--- src/rtl/rtclock_regs_pkg.sv ---
// rtclock_regs_pkg
// Shared definitions for the real-time-clock register block and its bench.
// Contents:
//   - register offsets (within a 32-byte window)
//   - AXI response codes
//   - CONTROL bit indices
//   - the per-channel response state type
//   - helpers for the offset decode and the byte-enable merge
package rtclock_regs_pkg;

  localparam logic [4:0] OFF_CONTROL       = 5'h00;
  localparam logic [4:0] OFF_SEC_CONFIG_HI = 5'h08;
  localparam logic [4:0] OFF_SEC_CONFIG_LO = 5'h0C;
  localparam logic [4:0] OFF_SEC_STATE_HI  = 5'h10;
  localparam logic [4:0] OFF_SEC_STATE_LO  = 5'h14;
  localparam logic [4:0] OFF_NSEC_STATE    = 5'h18;

  localparam logic [1:0] RESP_OKAY   = 2'b00;
  localparam logic [1:0] RESP_SLVERR = 2'b10;

  localparam int CTRL_LOAD_BIT   = 0;
  localparam int CTRL_PPS_EN_BIT = 1;

  // Each AXI-Lite channel pair is either waiting for a request or holding a
  // response until the master takes it.
  typedef enum logic {
    CH_IDLE = 1'b0,
    CH_RESP = 1'b1
  } ch_state_t;

  // True for the offsets that exist in the register map. Unaligned offsets
  // inside the window are deliberately treated as unmapped.
  function automatic logic offset_mapped(input logic [4:0] off);
    case (off)
      OFF_CONTROL, OFF_SEC_CONFIG_HI, OFF_SEC_CONFIG_LO,
      OFF_SEC_STATE_HI, OFF_SEC_STATE_LO, OFF_NSEC_STATE: offset_mapped = 1'b1;
      default:                                            offset_mapped = 1'b0;
    endcase
  endfunction

  // Replace only the bytes selected by strb.
  function automatic logic [31:0] apply_strb(input logic [31:0] old_word,
                                             input logic [31:0] new_word,
                                             input logic [3:0]  strb);
    logic [31:0] merged;
    merged = old_word;
    for (int b = 0; b < 4; b++) begin
      if (strb[b]) merged[8*b +: 8] = new_word[8*b +: 8];
    end
    return merged;
  endfunction

endpackage

--- src/rtl/axi_lite_slave_if.sv ---
// axi_lite_slave_if
// Generic single-beat AXI4-Lite responder. It owns the handshakes and the
// B/R response registers; the register file behind it only sees strobes.
// Ports:
//   clk, rst_n                       clock, asynchronous active-low reset
//   aw*/w*/b*, ar*/r*                AXI4-Lite slave channels
//   wr_en, wr_offset, wr_data, wr_strb
//                                    one-cycle write strobe on acceptance
//   wr_err                           from the register file: offset unmapped
//   rd_en, rd_offset                 one-cycle read strobe on acceptance
//   rd_data, rd_err                  from the register file, same cycle
// Requests outside the 32-byte window at BASEADDR are never acknowledged, so
// several responders can share one bus with their outputs OR-combined.
module axi_lite_slave_if
  import rtclock_regs_pkg::*;
#(
  parameter int                    ADDR_WIDTH = 32,
  parameter int                    DATA_WIDTH = 32,
  parameter logic [ADDR_WIDTH-1:0] BASEADDR   = 'h3000_0000
) (
  input  logic                    clk,
  input  logic                    rst_n,
  input  logic [ADDR_WIDTH-1:0]   awaddr,
  input  logic                    awvalid,
  output logic                    awready,
  input  logic [DATA_WIDTH-1:0]   wdata,
  input  logic [DATA_WIDTH/8-1:0] wstrb,
  input  logic                    wvalid,
  output logic                    wready,
  output logic [1:0]              bresp,
  output logic                    bvalid,
  input  logic                    bready,
  input  logic [ADDR_WIDTH-1:0]   araddr,
  input  logic                    arvalid,
  output logic                    arready,
  output logic [DATA_WIDTH-1:0]   rdata,
  output logic [1:0]              rresp,
  output logic                    rvalid,
  input  logic                    rready,
  output logic                    wr_en,
  output logic [4:0]              wr_offset,
  output logic [DATA_WIDTH-1:0]   wr_data,
  output logic [DATA_WIDTH/8-1:0] wr_strb,
  input  logic                    wr_err,
  output logic                    rd_en,
  output logic [4:0]              rd_offset,
  input  logic [DATA_WIDTH-1:0]   rd_data,
  input  logic                    rd_err
);

  ch_state_t             wr_state_reg, wr_state_next;
  ch_state_t             rd_state_reg, rd_state_next;
  logic [1:0]            bresp_reg;
  logic [1:0]            rresp_reg;
  logic [DATA_WIDTH-1:0] rdata_reg;
  logic                  aw_match, ar_match;
  logic                  wr_accept, rd_accept;

  assign aw_match = (awaddr[ADDR_WIDTH-1:5] == BASEADDR[ADDR_WIDTH-1:5]);
  assign ar_match = (araddr[ADDR_WIDTH-1:5] == BASEADDR[ADDR_WIDTH-1:5]);

  // Write channel: AW and W are taken on the same edge only once both are
  // present, so neither side is ever accepted on its own.
  always_comb begin
    wr_state_next = wr_state_reg;
    wr_accept     = 1'b0;
    case (wr_state_reg)
      CH_IDLE: if (awvalid && wvalid && aw_match) begin
        wr_accept     = 1'b1;
        wr_state_next = CH_RESP;
      end
      CH_RESP: if (bready) wr_state_next = CH_IDLE;
    endcase
  end

  always_comb begin
    rd_state_next = rd_state_reg;
    rd_accept     = 1'b0;
    case (rd_state_reg)
      CH_IDLE: if (arvalid && ar_match) begin
        rd_accept     = 1'b1;
        rd_state_next = CH_RESP;
      end
      CH_RESP: if (rready) rd_state_next = CH_IDLE;
    endcase
  end

  always_ff @(posedge clk or negedge rst_n) begin
    if (!rst_n) begin
      wr_state_reg <= CH_IDLE;
      rd_state_reg <= CH_IDLE;
      bresp_reg    <= RESP_OKAY;
      rresp_reg    <= RESP_OKAY;
      rdata_reg    <= '0;
    end else begin
      wr_state_reg <= wr_state_next;
      rd_state_reg <= rd_state_next;
      if (wr_accept) begin
        bresp_reg <= wr_err ? RESP_SLVERR : RESP_OKAY;
      end else if (bvalid && bready) begin
        bresp_reg <= RESP_OKAY;
      end
      // Response data is cleared on handshake so RDATA is 0 while idle.
      if (rd_accept) begin
        rdata_reg <= rd_err ? '0 : rd_data;
        rresp_reg <= rd_err ? RESP_SLVERR : RESP_OKAY;
      end else if (rvalid && rready) begin
        rdata_reg <= '0;
        rresp_reg <= RESP_OKAY;
      end
    end
  end

  assign awready   = wr_accept;
  assign wready    = wr_accept;
  assign bvalid    = (wr_state_reg == CH_RESP);
  assign bresp     = bresp_reg;
  assign arready   = rd_accept;
  assign rvalid    = (rd_state_reg == CH_RESP);
  assign rresp     = rresp_reg;
  assign rdata     = rdata_reg;

  assign wr_en     = wr_accept;
  assign wr_offset = awaddr[4:0];
  assign wr_data   = wdata;
  assign wr_strb   = wstrb;
  assign rd_en     = rd_accept;
  assign rd_offset = araddr[4:0];

endmodule

--- src/rtl/rtclock_axi_regs.sv ---
// rtclock_axi_regs
// Real-time-clock register file on AXI4-Lite.
// Ports:
//   S_AXI_ACLK, S_AXI_ARESETN      clock, asynchronous active-low reset
//   S_AXI_*                        AXI4-Lite slave port (32-bit data)
//   sec, nsec                      running time from the rtclock core
//   sec_config                     value the core loads into its seconds counter
//   load                           one-cycle strobe: load sec_config at next pps
//   pps_en                         enables pps-driven loading in the core
// Reading SEC_STATE_HI freezes {sec, nsec} so that the following LO and NSEC
// reads describe the same instant.
module rtclock_axi_regs
  import rtclock_regs_pkg::*;
#(
  parameter int          C_S_AXI_DATA_WIDTH = 32,
  parameter int          C_S_AXI_ADDR_WIDTH = 32,
  parameter logic [31:0] C_BASEADDR         = 32'h3000_0000
) (
  input  logic                              S_AXI_ACLK,
  input  logic                              S_AXI_ARESETN,
  input  logic [C_S_AXI_ADDR_WIDTH-1:0]     S_AXI_AWADDR,
  input  logic                              S_AXI_AWVALID,
  output logic                              S_AXI_AWREADY,
  input  logic [C_S_AXI_DATA_WIDTH-1:0]     S_AXI_WDATA,
  input  logic [C_S_AXI_DATA_WIDTH/8-1:0]   S_AXI_WSTRB,
  input  logic                              S_AXI_WVALID,
  output logic                              S_AXI_WREADY,
  output logic [1:0]                        S_AXI_BRESP,
  output logic                              S_AXI_BVALID,
  input  logic                              S_AXI_BREADY,
  input  logic [C_S_AXI_ADDR_WIDTH-1:0]     S_AXI_ARADDR,
  input  logic                              S_AXI_ARVALID,
  output logic                              S_AXI_ARREADY,
  output logic [C_S_AXI_DATA_WIDTH-1:0]     S_AXI_RDATA,
  output logic [1:0]                        S_AXI_RRESP,
  output logic                              S_AXI_RVALID,
  input  logic                              S_AXI_RREADY,
  input  logic [47:0]                       sec,
  input  logic [29:0]                       nsec,
  output logic [63:0]                       sec_config,
  output logic                              load,
  output logic                              pps_en
);

  logic                            wr_en, rd_en, wr_err, rd_err;
  logic [4:0]                      wr_offset, rd_offset;
  logic [C_S_AXI_DATA_WIDTH-1:0]   wr_data, rd_data;
  logic [C_S_AXI_DATA_WIDTH/8-1:0] wr_strb;

  logic [63:0] sec_config_reg;
  logic        load_reg;
  logic        pps_en_reg;
  logic [47:0] snap_sec_reg;
  logic [29:0] snap_nsec_reg;

  axi_lite_slave_if #(
    .ADDR_WIDTH (C_S_AXI_ADDR_WIDTH),
    .DATA_WIDTH (C_S_AXI_DATA_WIDTH),
    .BASEADDR   (C_S_AXI_ADDR_WIDTH'(C_BASEADDR))
  ) u_if (
    .clk       (S_AXI_ACLK),
    .rst_n     (S_AXI_ARESETN),
    .awaddr    (S_AXI_AWADDR),
    .awvalid   (S_AXI_AWVALID),
    .awready   (S_AXI_AWREADY),
    .wdata     (S_AXI_WDATA),
    .wstrb     (S_AXI_WSTRB),
    .wvalid    (S_AXI_WVALID),
    .wready    (S_AXI_WREADY),
    .bresp     (S_AXI_BRESP),
    .bvalid    (S_AXI_BVALID),
    .bready    (S_AXI_BREADY),
    .araddr    (S_AXI_ARADDR),
    .arvalid   (S_AXI_ARVALID),
    .arready   (S_AXI_ARREADY),
    .rdata     (S_AXI_RDATA),
    .rresp     (S_AXI_RRESP),
    .rvalid    (S_AXI_RVALID),
    .rready    (S_AXI_RREADY),
    .wr_en     (wr_en),
    .wr_offset (wr_offset),
    .wr_data   (wr_data),
    .wr_strb   (wr_strb),
    .wr_err    (wr_err),
    .rd_en     (rd_en),
    .rd_offset (rd_offset),
    .rd_data   (rd_data),
    .rd_err    (rd_err)
  );

  assign wr_err = !offset_mapped(wr_offset);
  assign rd_err = !offset_mapped(rd_offset);

  // Read mux. SEC_STATE_HI comes straight from the live inputs because the
  // snapshot is captured on the same edge that registers this value.
  always_comb begin
    rd_data = '0;
    case (rd_offset)
      OFF_CONTROL:       rd_data[CTRL_PPS_EN_BIT] = pps_en_reg;
      OFF_SEC_CONFIG_HI: rd_data = sec_config_reg[63:32];
      OFF_SEC_CONFIG_LO: rd_data = sec_config_reg[31:0];
      OFF_SEC_STATE_HI:  rd_data = {16'b0, sec[47:32]};
      OFF_SEC_STATE_LO:  rd_data = snap_sec_reg[31:0];
      OFF_NSEC_STATE:    rd_data = {2'b0, snap_nsec_reg};
      default:           rd_data = '0;
    endcase
  end

  always_ff @(posedge S_AXI_ACLK or negedge S_AXI_ARESETN) begin
    if (!S_AXI_ARESETN) begin
      sec_config_reg <= '0;
      load_reg       <= 1'b0;
      pps_en_reg     <= 1'b0;
      snap_sec_reg   <= '0;
      snap_nsec_reg  <= '0;
    end else begin
      load_reg <= 1'b0;
      if (wr_en) begin
        case (wr_offset)
          OFF_CONTROL: if (wr_strb[0]) begin
            load_reg   <= wr_data[CTRL_LOAD_BIT];
            pps_en_reg <= wr_data[CTRL_PPS_EN_BIT];
          end
          OFF_SEC_CONFIG_HI:
            sec_config_reg[63:32] <= apply_strb(sec_config_reg[63:32], wr_data, wr_strb);
          OFF_SEC_CONFIG_LO:
            sec_config_reg[31:0]  <= apply_strb(sec_config_reg[31:0], wr_data, wr_strb);
          default: ;
        endcase
      end
      if (rd_en && (rd_offset == OFF_SEC_STATE_HI)) begin
        snap_sec_reg  <= sec;
        snap_nsec_reg <= nsec;
      end
    end
  end

  assign sec_config = sec_config_reg;
  assign load       = load_reg;
  assign pps_en     = pps_en_reg;

endmodule

--- config.mk ---
export PLATFORM = sky130hd
export DESIGN_NAME = rtclock_axi_regs
export DESIGN_NICKNAME = d
export VERILOG_FILES = /design/src/rtl/rtclock_regs_pkg.sv /design/src/rtl/axi_lite_slave_if.sv /design/src/rtl/rtclock_axi_regs.sv
export SDC_FILE = /design/constraint.sdc
export NUM_CORES = 1
export LEC_CHECK = 0
export ABC_CLOCK_PERIOD_IN_PS = 2800
export BUFFER_PORTS_ARGS = -buffer_cell sky130_fd_sc_hd__clkbuf_2
export CAP_MARGIN = 20
export CORE_MARGIN = 10
export CORE_UTILIZATION = 45
export CTS_BUF_LIST = sky130_fd_sc_hd__clkbuf_8
export DETAILED_ROUTE_END_ITERATION = 8
export GPL_TIMING_DRIVEN = 0
export PLACE_DENSITY_LB_ADDON = 0.12
export SYNTH_ARGS = -nofsm -noshare
export SYNTH_HDL_FRONTEND = slang
export SYNTH_SLANG_ARGS = --single-unit
export TNS_END_PERCENT = 1
--- constraint.sdc ---
create_clock -name S_AXI_ACLK -period 2.8 [get_ports S_AXI_ACLK]
set_input_delay 0.84 -clock S_AXI_ACLK [delete_from_list [all_inputs] [get_ports S_AXI_ACLK]]
set_output_delay 0.84 -clock S_AXI_ACLK [all_outputs]
set_load 0.05 [all_outputs]
# Word-level counts from Yosys, hierarchy flattened
# Index checks and enable logic that the tools add are counted.
# word_totals
inputBits	185
register_bits	166
wordCells	77
# op_classes
eq_ne	12
n_reduce_logical	21
mux	25
bitwise	2
# op_table
operator	count
case mux 30 bit (5 select lines)	1
two-way mux 32 bit	3
== test 27 x 25 -> 1 bit, second input constant	2
== test 5 bit, second input constant	6
AND reduction 3 bit	9
== test 5 x 4 -> 1 bit, second input constant	4
two-way mux 2 bit	6
OR reduction 6 bit	2
two-way mux 1 bit	11
zero test 5 bit	2
logical AND 1 bit	6
case mux 1 bit (6 select lines)	1
case mux 1 bit (5 select lines)	1
case mux 1 bit (2 select lines)	2
nonzero test 2 bit	2
NOT 1 bit	2

# Logic depth before layout (Yosys ltp)
# depth
depth_word	5
ltp_mapped	7

# By module
# From an unflattened synthesis, not the netlist that was laid out.
# hier_totals
cells_unflattened	681
area_unflattened_um2	8597.0
# by_module_without_submodules
module	area_each_um2	seq_area_each_um2	cells_per_inst	n_inst
rtclock_axi_regs	6376.1	3203.1	456	1
axi_lite_slave_if	2220.9	900.9	225	1

# Worst setup path before layout
# Ideal clock, no wire load.
# synth_timing
kind	input to output
start	input port S_AXI_ARADDR[25]
end	output port S_AXI_ARREADY
t_arrival_ns	2.167
path_stages	3
required_time_ns	1.960
path_buffers	0
path_slack_ns	-0.207
cell_sequence	nor4b_1 nand4_1 nor2_1
# synth_via
elab_chain_cells	4
# synth_rtl
item	line	rtl
from (decl)	rtclock_axi_regs.sv:31	input logic [C_S_AXI_ADDR_WIDTH-1:0] S_AXI_ARADDR,
== test 27 x 25 -> 1 bit	axi_lite_slave_if.sv:60	assign ar_match = (araddr[ADDR_WIDTH-1:5] == BASEADDR[ADDR_WIDTH-1:5]);
logical AND 1 bit	axi_lite_slave_if.sv:80	CH_IDLE: if (arvalid && ar_match) begin
two-way mux 1 bit	axi_lite_slave_if.sv:80	
two-way mux 1 bit	axi_lite_slave_if.sv:79	case (rd_state_reg)
to (decl)	rtclock_axi_regs.sv:33	output logic S_AXI_ARREADY,
# No other way between the ends.

# Final worst setup path
# layout_timing
start	input port S_AXI_AWADDR[17]
end	output port S_AXI_WREADY
# layout_via
elab_chain_cells	4
# layout_rtl
item	line	rtl
from (decl)	rtclock_axi_regs.sv:21	input logic [C_S_AXI_ADDR_WIDTH-1:0] S_AXI_AWADDR,
== test 27 x 25 -> 1 bit	axi_lite_slave_if.sv:59	assign aw_match = (awaddr[ADDR_WIDTH-1:5] == BASEADDR[ADDR_WIDTH-1:5]);
logical AND 1 bit	axi_lite_slave_if.sv:68	CH_IDLE: if (awvalid && wvalid && aw_match) begin
two-way mux 1 bit	axi_lite_slave_if.sv:68	
two-way mux 1 bit	axi_lite_slave_if.sv:67	case (wr_state_reg)
to (decl)	rtclock_axi_regs.sv:27	output logic S_AXI_WREADY,
# No other way between the ends.

==> results.py <==
metrics = {
    "synth": {
        "yosys-top-cells-area": "dfrtp_1, mux2_2, mux2i_1, o2bb2ai_1, a221oi_1",
        "synth_simple_gate_area_frac": 0.0593,
        "synth_top_cell_by_area": "dfrtp_1",
        "synth_fa_ha_area_frac": 0,
        "async_reset_ff_frac": 1.00,
        "syn-cell-area_mm2": 0.00732,
        "synth_top_family_by_area": "multiplexers",
        "avgSynthCellArea_um2": 13.5,
        "synthCells": 542,
        "yosys_warnings": 0,
        "synth_ff_type": "dfrtp_1",
        "synth_top_area_share": 0.561,
        "ys_types": 36,
        "synth_xor_area_frac": 0.00239,
        "synth-compound-area-share": 0.0910,
        "synthMuxAreaShare": 0.257,
        "ys_ff_latch": 164,
        "synth_edf_count": 0,
        "ys_seq_area_frac": 0.561,
    },
    "status": {
        "failed_checks": "negative setup slack",
        "outcome": "complete, but fails checks",
    },
    "floorplanning": {
        "die_w_um": 148,
        "core_mm2": 0.0159,
        "start_util": 0.461,
        "die_area_mm2": 0.0218,
        "die_h_um": 148,
        "fp-row-count": 46,
        "num_io_pins": 292,
    },
    "timing": {
        "hold_viol": 0,
        "tns_ns": -0.0433,
        "slew_viol_final": 0,
        "skew_ns": 0.0114,
        "slew_headroom": 0.414,
        "setup_viol": 1,
        "fin_crit_ns": 2.84,
        "fin_crit_sh": 1.02,
        "fin_ws_ns": -0.0433,
        "worst_pin_slew_ns": 0.880,
        "rsz0062_at_grt": "yes",
        "fmax_mhz": 352,
    },
    "layout": {
        "diodes": 0,
        "stdcell_count": 1092,
        "largest_reg_flops": 64,
        "final_cell_mix": "clkbuf_2, dfrtp_1, mux2_2",
        "fin_nets": 1048,
        "area_growth_pct": 32.2,
        "fillers": 1346,
        "final_area_mm2": 0.00967,
        "drive_above_1_share": 0.547,
        "final_common_cell": "clkbuf_2",
    },
    "detailed_routing": {
        "avgRoutedWirePerCell_um": 22.1,
        "drtAntennaViolNets": 0,
        "avgViaCountPerCell": 5.29,
        "drt_first_iter_violations": 238,
        "wl_mm": 24.2,
        "drc": 0,
        "vias": 5774,
        "drtPass1Iterations": 5,
    },
    "flow_run": {
        "drv_cap": 0,
    },
    "placed_design": {
        "gp_congestion": 0.869,
        "port_buffers": 287,
        "dp.cells": 1047,
        "dp_hpwl_mm": 19.1,
        "placed_area_mm2": 0.00906,
        "dpl_worst_slack_ns": -0.535,
    },
    "global_route": {
        "grt_pass1_vias": 6539,
        "grt_pass1_wl_mm": 37.5,
        "antenna_found_initial": 0,
        "grt_max_degree": 88,
        "track_usage": 0.222,
        "grt.overflow.total": 0,
    },
    "clock_network": {
        "cts_root_buf": "clkbuf_8",
        "tritoncts": "built",
        "cts.sinks": 164,
        "clockBufferDepth": 2,
        "cts-buffers-inserted": 17,
        "clk_pin_slew_ns": 0.08,
        "htree_levels": 4,
        "cts_hold_buf": 0,
        "clk_latency_ns": 0.45,
    },
    "worst_setup_path": {
        "worst_ep_required_time_ns": 1.96,
        "start_kind": "input port",
        "r2r_cells": 11,
        "setup.worst_path.class": "in -> out",
        "endpoint": "S_AXI_WREADY",
        "cp-end-kind": "primary output",
        "path_max_fanout": 5,
        "r2r_end": "sec_config[26]",
        "crit_arrival_ns": 2.00,
        "rrSetupSlack_ns": 0.30,
        "cp-startpoint": "S_AXI_AWADDR[17]",
        "worstReg2RegStart": "u_if.bvalid",
    },
    "power": {
        "power_density_mw_per_mm2": 469,
        "power.clock.fraction": 0.413,
        "internal_power_uw": 3490,
        "cellLeakagePower_uw": 0.00514,
        "swShare": 0.231,
        "max-vdd-ir-drop_v": 0.000342,
        "power_frac_comb": 0.065,
        "pwr-share-seq": 0.522,
        "power_switching_uw": 1050,
    },
    "worst_hold_path": {
        "hold_path.class": "in -> async",
    },
}
-- power groups by stage --
stage	clock network, uW	registers (uW)	logic [uW]
2_1_floorplan	0	2410	78.2
3_3_place_gp	0	2410	282
3_5_place_dp	0	2410	295
4_1_cts	1910	2370	300
5_1_grt	2020	2370	326
6_report	1870	2370	296
-- logic make-up (layout without fill, tap and decap cells) --
family | count (synthesis) | count (layout)
compound gates | 91 | 91
flops | 164 | 164
buf+inv | 41 | 374
xor+xnor | 2 | 2
simple gates | 71 | 71
mux | 172 | 172
other cells | 1 | 2
-- cells in the mapped netlist, types with 3 or more instances --
library cell  number
mux2i_1           46
nand2_1            8
buf_4              3
nand4_1            7
nor4_1             8
mux2_2           120
dfrtp_1          164
nor4b_1            3
nor2_1            25
o22ai_1           19
clkbuf_1          19
inv_1              8
a21oi_1           19
nor3_1             3
a221oi_1          14
o2bb2ai_1         31
mux2_1             6
buf_1              4
nand4_2            6
buf_6              6
o21ai_0            3
-- layer usage --
metal,part of all wire,vias to the layer above,track usage
li1,-,2672,-
met3,0.082,25,0.0815
met2,0.50,217,0.378
met4,0.017,0,0.0614
met5,0,-,0
met1,0.40,2860,0.257
-- through the flow --
step                utilization  hold WS (ns)  power, uW
floorplan                     -         0.459       2490
global route              0.609         0.430       4710
CTS                       0.607         0.412       4580
finish                    0.609         0.402       4530
global placement          0.568         0.471       2700
detailed placement        0.571         0.475       2710
-- how the worst min path moves through the flow --
stage                           startpoint          endpoint  cells past startpoint
after detailed placement    u_if.rdata[10]    u_if.rdata[10]                      1
after global placement    snap_sec_reg[27]  snap_sec_reg[27]                      1
final                        S_AXI_ARESETN  snap_sec_reg[26]                      1
after CTS                    S_AXI_ARESETN  snap_sec_reg[26]                      1
after global routing         S_AXI_ARESETN  snap_sec_reg[26]                      1
after floorplan           snap_sec_reg[24]  snap_sec_reg[24]                      1
-- worst max-delay path: stages --
cell	delay, ns
clkbuf_2	0.09
nor4b_2	0.30
nand4_1	0.19
nor2_2	0.18
buf_6	0.14
buf_4	0.10
clkbuf_8	0.16
-- area by class of cell --
type                            instances  area [um2]  share of cell area
Multi-Input combinational cell        338        3040               0.314
Clock buffer                           18         248              0.0256
Inverter                                8        30.0             0.00310
Tap cell                              216         270              0.0279
Buffer                                 33         189              0.0195
Timing Repair Buffer                  301        1600               0.166
Sequential cell                       164        4100               0.424
Clock inverter                         14         186              0.0193
-- what timing repair did --
item	4_1_cts	5_1_grt
endpoints found under the setup margin	35	59
endpoints found under the hold margin	0	0
pin swaps	7	2
buffers inserted	11	2
gates resized for setup	15	1
No activity file was read; power rests on OpenSTA's default activity.
